**config.mk**
```make
export PLATFORM = sky130hd
export DESIGN_NAME = pipeline_ctrl
export DESIGN_NICKNAME = d
export VERILOG_FILES = /design/src/rtl/pipeline_ctrl_pkg.sv /design/src/rtl/pipeline_ctrl_sat_counter.sv /design/src/rtl/pipeline_ctrl.sv
export SDC_FILE = /design/constraint.sdc
export NUM_CORES = 1
export LEC_CHECK = 0
export CAP_MARGIN = 10
export CORE_MARGIN = 2
export CORE_UTILIZATION = 35
export CTS_CLUSTER_DIAMETER = 30
export DETAILED_ROUTE_END_ITERATION = 8
export GPL_TIMING_DRIVEN = 0
export PLACE_DENSITY = 0.6
export RECOVER_POWER = 25
export SETUP_SLACK_MARGIN = 0.2
export SLEW_MARGIN = 20
export SYNTH_ARGS = -nofsm -noshare
export SYNTH_HDL_FRONTEND = slang
export SYNTH_SLANG_ARGS = --single-unit
```
**constraint.sdc**
```tcl
create_clock -name clk -period 7.69 [get_ports clk]
set_input_delay 1.538 -clock clk [delete_from_list [all_inputs] [get_ports clk]]
set_output_delay 1.538 -clock clk [all_outputs]
set_load 0.1 [all_outputs]
```
**src/rtl/pipeline_ctrl_pkg.sv**
```systemverilog
// Shared types and constants for the pipeline hazard/stall controller.
package pipeline_ctrl_pkg;

    // Default width of the saturating statistics counters.
    localparam int CNT_W_DEFAULT = 32;

    // All-zero control word; also the idle value of the redirect path.
    localparam logic [31:0] NOP_CTRL = 32'h0000_0000;

    // RUN: normal flow. SQUASH: redirect latched, stale fetch still outstanding.
    typedef enum logic {
        ST_RUN    = 1'b0,
        ST_SQUASH = 1'b1
    } pc_ctrl_state_t;

endpackage

```
**src/rtl/pipeline_ctrl_sat_counter.sv**
```systemverilog
// Saturating up-counter with increment enable and asynchronous reset.
module sat_counter
    import pipeline_ctrl_pkg::*;
#(
    parameter int WIDTH = CNT_W_DEFAULT
) (
    input  logic             clk,
    input  logic             rst,
    input  logic             inc,
    output logic [WIDTH-1:0] count
);

    localparam logic [WIDTH-1:0] ONE = WIDTH'(1);

    logic [WIDTH-1:0] count_q;
    logic [WIDTH-1:0] count_d;

    // Step by one when enabled, sticking at all-ones instead of wrapping.
    always_comb begin
        count_d = count_q;
        if (inc && (count_q != '1)) begin
            count_d = count_q + ONE;
        end
    end

    // Counter register, cleared by reset.
    always_ff @(posedge clk or posedge rst) begin
        if (rst) begin
            count_q <= '0;
        end else begin
            count_q <= count_d;
        end
    end

    assign count = count_q;

endmodule

```
**src/rtl/pipeline_ctrl.sv**
```systemverilog
// Hazard and stall controller for the five-stage RV32I pipeline: produces
// per-register load/flush enables, the PC redirect, and stall/flush statistics.
module pipeline_ctrl
    import pipeline_ctrl_pkg::*;
#(
    parameter int CNT_W = CNT_W_DEFAULT
) (
    input  logic             clk,
    input  logic             rst,
    input  logic             imem_resp,
    input  logic             dmem_req,
    input  logic             dmem_resp,
    input  logic             ex_mem_read,
    input  logic [4:0]       ex_rd,
    input  logic [4:0]       id_rs1,
    input  logic [4:0]       id_rs2,
    input  logic             br_taken,
    input  logic [31:0]      br_target,
    output logic             load_pc,
    output logic             load_if_id,
    output logic             load_id_ex,
    output logic             load_ex_mem,
    output logic             load_mem_wb,
    output logic             flush_if_id,
    output logic             flush_id_ex,
    output logic             pc_redirect,
    output logic [31:0]      redirect_pc,
    output logic [CNT_W-1:0] stall_cycles,
    output logic [CNT_W-1:0] flush_count
);

    pc_ctrl_state_t state_q;
    pc_ctrl_state_t state_d;
    logic [31:0]    tgt_q;
    logic [31:0]    tgt_d;

    logic mem_stall;
    logic fetch_stall;
    logic load_use;
    logic stall_inc;
    logic flush_inc;

    assign mem_stall   = dmem_req & ~dmem_resp;
    assign fetch_stall = ~imem_resp;
    assign load_use    = ex_mem_read & (ex_rd != 5'd0) &
                         ((ex_rd == id_rs1) | (ex_rd == id_rs2));

    // State and latched redirect target; reset drops any pending redirect.
    always_ff @(posedge clk or posedge rst) begin
        if (rst) begin
            state_q <= ST_RUN;
            tgt_q   <= NOP_CTRL;
        end else begin
            state_q <= state_d;
            tgt_q   <= tgt_d;
        end
    end

    // Enter SQUASH on a taken branch that meets a stalled fetch; leave once the fetch returns.
    always_comb begin
        state_d = state_q;
        tgt_d   = tgt_q;
        case (state_q)
            ST_RUN: begin
                if (!mem_stall && br_taken && fetch_stall) begin
                    state_d = ST_SQUASH;
                    tgt_d   = br_target;
                end
            end
            ST_SQUASH: begin
                if (imem_resp) begin
                    state_d = ST_RUN;
                end
            end
        endcase
    end

    // Prioritised hazard resolution into load/flush enables and counter increments.
    always_comb begin
        load_pc     = 1'b0;
        load_if_id  = 1'b0;
        load_id_ex  = 1'b0;
        load_ex_mem = 1'b0;
        load_mem_wb = 1'b0;
        flush_if_id = 1'b0;
        flush_id_ex = 1'b0;
        pc_redirect = 1'b0;
        redirect_pc = NOP_CTRL;
        stall_inc   = 1'b0;
        flush_inc   = 1'b0;
        if (!rst) begin
            redirect_pc = br_target;
            if (state_q == ST_SQUASH) begin
                redirect_pc = tgt_q;
                load_pc     = imem_resp;
                pc_redirect = imem_resp;
                load_if_id  = 1'b1;
                flush_if_id = 1'b1;
                load_id_ex  = ~mem_stall;
                load_ex_mem = ~mem_stall;
                load_mem_wb = ~mem_stall;
                stall_inc   = 1'b1;
            end else begin
                stall_inc = mem_stall | load_use | fetch_stall;
                if (mem_stall) begin
                    load_pc = 1'b0;
                end else if (br_taken) begin
                    flush_inc   = 1'b1;
                    load_pc     = ~fetch_stall;
                    pc_redirect = ~fetch_stall;
                    load_if_id  = 1'b1;
                    flush_if_id = 1'b1;
                    load_id_ex  = 1'b1;
                    flush_id_ex = 1'b1;
                    load_ex_mem = 1'b1;
                    load_mem_wb = 1'b1;
                end else if (load_use) begin
                    load_id_ex  = 1'b1;
                    flush_id_ex = 1'b1;
                    load_ex_mem = 1'b1;
                    load_mem_wb = 1'b1;
                end else if (fetch_stall) begin
                    load_if_id  = 1'b1;
                    flush_if_id = 1'b1;
                    load_id_ex  = 1'b1;
                    load_ex_mem = 1'b1;
                    load_mem_wb = 1'b1;
                end else begin
                    load_pc     = 1'b1;
                    load_if_id  = 1'b1;
                    load_id_ex  = 1'b1;
                    load_ex_mem = 1'b1;
                    load_mem_wb = 1'b1;
                end
            end
        end
    end

    sat_counter #(.WIDTH(CNT_W)) u_stall_cnt (
        .clk   (clk),
        .rst   (rst),
        .inc   (stall_inc),
        .count (stall_cycles)
    );

    sat_counter #(.WIDTH(CNT_W)) u_flush_cnt (
        .clk   (clk),
        .rst   (rst),
        .inc   (flush_inc),
        .count (flush_count)
    );

endmodule

```
After elaboration in Yosys (flattened, before gate mapping)

Cells that the tools add are included.

Add/subtract/negate cells: 2
Equality and inequality tests: 4
Mux-type cells: 39
Bitwise operators: 10
Reduce and logical (&&, ||, !) cells: 7

Operators with widths:

| cell                                                            | count |
|---|---|
| 32-bit by 1-bit adder with 32-bit output, second input constant | 2 |
| 32-bit 2-to-1 mux                                               | 2 |
| 32-bit inequality test, second input constant                   | 2 |
| 1-bit 2-to-1 mux                                                | 36 |
| 5-bit equality test                                             | 2 |
| 5-bit nonzero test                                              | 1 |
| 1-bit logical AND                                               | 4 |
| 1-bit inverter                                                  | 4 |
| 1-bit AND                                                       | 3 |
| 1-bit bitwise OR                                                | 3 |
| 1-bit one-hot mux with 2 select lines                           | 1 |
| 2-bit AND reduction                                             | 1 |
| 1-bit logical NOT                                               | 1 |

Register bits: 97
Word-level logic and storage cells: 66

Logic depth before layout (Yosys ltp)

Word-level depth: 8
Mapped depth: 7

Cells and area by module

A second synthesis with hierarchy kept.

Cells, all modules: 464
Area, all modules: 5235.0 um^2

By module, submodules not included:

| module                     | times used | cells an instance | area each (um^2) |
|---|---|---|---|
| pipeline_ctrl              | 1          | 182               | 2110.8 |
| sat_counter at u_stall_cnt | 1          | 143               | 1562.7 |
| sat_counter at u_flush_cnt | 1          | 139               | 1561.5 |

Worst setup path before layout

OpenSTA, ideal clock, no wires.

Path type: input port to output port
Start: input ex_rd[2]
End: output flush_id_ex
Arrival: 4.977 ns
Data required time: 6.152 ns
Slack: 1.175 ns
Stages: 6
Buffers on the path: 0
Cells stage by stage: xor2_1 -> nor3_2 -> a22oi_1 -> nor2_1 -> nor2_1 -> nor4_1

Longest elaborated chain between the ends: 8

Ends and longest elaborated chain:

| element                                                   | line                                     | RTL |
|---|---|---|
| start, declared                                           | pipeline_ctrl.sv:14                      | `input logic [4:0] ex_rd,` |
| 5-bit equality test or 5-bit nonzero test (tied branches) | pipeline_ctrl.sv:46, pipeline_ctrl.sv:45 |  |
| 1-bit bitwise OR or 1-bit AND (tied branches)             | pipeline_ctrl.sv:46, pipeline_ctrl.sv:45 |  |
| 1-bit AND *                                               | pipeline_ctrl.sv:45                      | `assign load_use = ex_mem_read & (ex_rd != 5'd0) &` |
| 1-bit 2-to-1 mux *                                        | pipeline_ctrl.sv:117                     | `end else if (load_use) begin` |
| 1-bit 2-to-1 mux *                                        | pipeline_ctrl.sv:107                     | `end else if (br_taken) begin` |
| 1-bit 2-to-1 mux *                                        | pipeline_ctrl.sv:105                     | `if (mem_stall) begin` |
| 1-bit 2-to-1 mux *                                        | pipeline_ctrl.sv:93                      | `if (state_q == ST_SQUASH) begin` |
| 1-bit 2-to-1 mux *                                        | pipeline_ctrl.sv:91                      | `if (!rst) begin` |
| end, declared                                             | pipeline_ctrl.sv:25                      | `output logic flush_id_ex,` |

Every way passes the cells marked *; elsewhere a longest branch is shown, timed or not.

Worst setup path after layout

Start: input rst
End: output redirect_pc[4]

Longest elaborated chain between the ends: 1

Ends and longest elaborated chain:

| element           | line                | RTL |
|---|---|---|
| start, declared   | pipeline_ctrl.sv:9  | `input logic rst,` |
| 32-bit 2-to-1 mux | pipeline_ctrl.sv:91 |  |
| end, declared     | pipeline_ctrl.sv:27 | `output logic [31:0] redirect_pc,` |

Every way passes these cells.

==> impl_metrics.csv <==
group,metric,value,unit
critical_path,cp.arrival,4.38,ns
clock_tree,tritoncts,"built",
floorplanning,die-area,15600,um^2
clock_tree,clockRootBuffer,"clkbuf_16",
timing,worst_slew_pin_slew,3.54,ns
timing,fin_crit_sh,0.770,
global_routing,overflow,0,
yosys,ys_seq_area_frac,0.476,
flow_run,drv_cap,1,
pwr,internal_power,1.02,mW
yosys,syn_area,5100,um^2
timing,hold_viol_final,0,
cells_and_area,final_common_cell,"clkdlybuf4s50_1",
worst_hold_path,min_path_cells,1,
drt,drc,0,
status,violations,"max-capacitance violations, max-slew violations",
timing,finalCriticalPeriod,5.92,ns
yosys,netlist_instances,477,
global_routing,grt_pass1_wl,21600,um
timing,slew_headroom,-1.36,
clock_tree,htreeDepth,3,
status,status,"finished with violations",
drt,drt-total-wl,13100,um
yosys,synthFlopType,"dfrtp_1",
drt,first_pass_iters,4,
floorplanning,pin_count,158,
critical_path,endpoint_kind,"output port",
timing,fin_skew,0.00497,ns
timing,rsz0062_at_grt,"false",
clock_tree,post_cts_resized,0,
yosys,yosysWarnings,0,
yosys,synth-edff-count,0,
global_routing,grt_max_degree,67,
placed_design,dp_hpwl,9690,um
cells_and_area,layout.nets,702,
drt,avgRoutedWirePerCell,15.7,um
timing,finalMaxSlewViolations,67,
floorplanning,die_h,125,um
yosys,async_reset_ff_frac,1.00,
critical_path,rr_startpoint,"u_stall_cnt.count[0]",
cells_and_area,nFillCells,1314,
clock_tree,clock_path_buffers,2,
floorplanning,die_w,125,um
drt,num_vias,4158,
cells_and_area,drive_above_1_share,0.118,
cells_and_area,layout_common_cells,"156 x clkdlybuf4s50_1, 97 x dfrtp_1, 57 x nor2_1, 39 x xnor2_1, 34 x mux2_2",
floorplanning,num_rows,44,
cells_and_area,diodes,0,
yosys,synth_cell_type_count,49,
clock_tree,clk_latency,0.35,ns
floorplanning,initial_core_util,0.355,
pwr,p_clk_frac,0.254,
yosys,ys_ff_latch,97,
drt,via_per_inst,4.99,
critical_path,reg2reg_depth,6,
timing,layout_setup_ws,1.77,ns
global_routing,grt_pass1_vias,4135,
critical_path,start_kind,"input pin",
cells_and_area,area_growth,40.9,%
clock_tree,numCtsBuffers,9,
worst_hold_path,hp-start,"u_stall_cnt.count[31]",
yosys,avgSynthCellArea,10.7,um^2
critical_path,crit_type,"input pin to output port",
timing,finalHoldWorstSlack,0.493,ns
global_routing,antenna_found_initial,0,
critical_path,r2r_slack,5.52,ns
clock_tree,hold_buffers,0,
worst_hold_path,min_path_type,"flip-flop to flip-flop",
pwr,pwr_density_cell,242,nW/um^2
critical_path,crit_fanout,10,
clock_tree,clkTransAtPathRegs,0.06,ns
yosys,syn_nets,533,
global_routing,grt_use_total,0.172,
floorplanning,coreArea,14400,um^2
pwr,switching_share,0.417,
cells_and_area,final_util,0.500,
timing,max_freq,0.169,GHz
drt,ant_nets,0,
placed_design,io_buffers,157,
pwr,p_switching,0.726,mW
critical_path,r2r-end,"u_stall_cnt.count[22]",
timing,finalSetupViolations,0,
pwr,p_comb_frac,0.380,
placed_design,gp_congestion,0.841,
clock_tree,clkSinkCount,97,
worst_hold_path,hold_end,"u_stall_cnt.count[31]",
placed_design,dp_worst_setup_slack,1.78,ns
pwr,p_leak,3.01,nW
pwr,ir_worst_vdd,0.308,mV
clock_tree,post-cts-setup-buffers,0,
drt,drt_first_iter_violations,205,
pwr,pwr-share-seq,0.366,
critical_path,critPathRequiredTime,6.15,ns
[area by class of cell]
cell class                 instances  area, um^2  share of cell area
inverter                           7        31.3             0.00435
clock inverter                     4        45.0             0.00627
tap                              184         230              0.0320
buffer                            19         101              0.0141
timing repair buffer             158        1580               0.219
clock buffer                      11         233              0.0324
multi-input combinational        354        2550               0.354
sequential                        97        2430               0.338
[worst max-delay path, stage by stage]
cell and delay (ns):
dlygate4sd3_1 0.80, clkbuf_1 0.49, buf_1 0.44, nor2_1 0.11, clkdlybuf4s50_1 1.00
[power groups by stage]
stage / sequential, mW / clock, mW / combinational [mW]
2_1_floorplan: 0.851 / 0 / 0.284
3_3_place_gp: 0.642 / 0 / 0.661
3_5_place_dp: 0.647 / 0 / 0.667
4_1_cts: 0.639 / 0.454 / 0.668
5_1_grt: 0.650 / 0.473 / 0.691
6_report: 0.637 / 0.442 / 0.662
[worst max path at each step]
stage / from / to / slack (ns) / depth (start not counted)
detailed placement: ex_rd[1] / flush_if_id / 1.78 / 7
global route: rst / u_stall_cnt.count[14] / 1.25 / 6
finish: rst / redirect_pc[4] / 1.77 / 5
global placement: rst / flush_if_id / -1.43 / 4
CTS: ex_rd[1] / flush_if_id / 1.77 / 7
floorplan: ex_rd[2] / flush_id_ex / 1.17 / 6
[cell families (layout without fill, tap and decap cells)]
family | Yosys count | count (layout) | synth area share
muxes | 66 | 66 | 0.138
buffers and inverters | 26 | 199 | 0.0250
DFF | 97 | 97 | 0.476
AOI/OAI and AO/OA | 15 | 15 | 0.0204
xor gates and xnor gates | 70 | 70 | 0.120
adders and majority gates | 2 | 2 | 0.00490
and+or+nand+nor | 201 | 201 | 0.216
[routing by layer]
layer / wire length, um / vias to the layer above / GRT usage
met5: 0 / - / 0
met4: 256 / 0 / 0.0701
met3: 744 / 13 / 0.0395
met2: 6320 / 106 / 0.279
met1: 5800 / 2025 / 0.222
li1: - / 2014 / -
[cell usage after synthesis, types with 7 or more instances]
master	instances	share of area
and4_1	7	0.012
nor3_1	10	0.0098
xnor2_1	39	0.067
mux2i_1	32	0.063
nor2_1	57	0.042
xor2_1	31	0.053
nor4_1	7	0.0086
and3_1	15	0.018
nand2_1	32	0.024
nand3_1	20	0.020
mux2_2	34	0.075
nand4_1	22	0.027
dfrtp_1	97	0.48
[flip-flops by register name (all words and copies together) (netlist names)]
name               cells
tgt_q                 32
u_flush_cnt.count     32
u_stall_cnt.count     32
state_q                1
[stage by stage]
step	TNS, ns	instance area (um^2)	instances	power, mW
floorplan	0	5100	477	1.14
global placement	-3.60	6910	818	1.30
detailed placement	0	6940	819	1.31
CTS	0	7220	834	1.76
global route	0	7190	834	1.81
finish	0	7190	834	1.74
(Power assumes the default switching activity.)
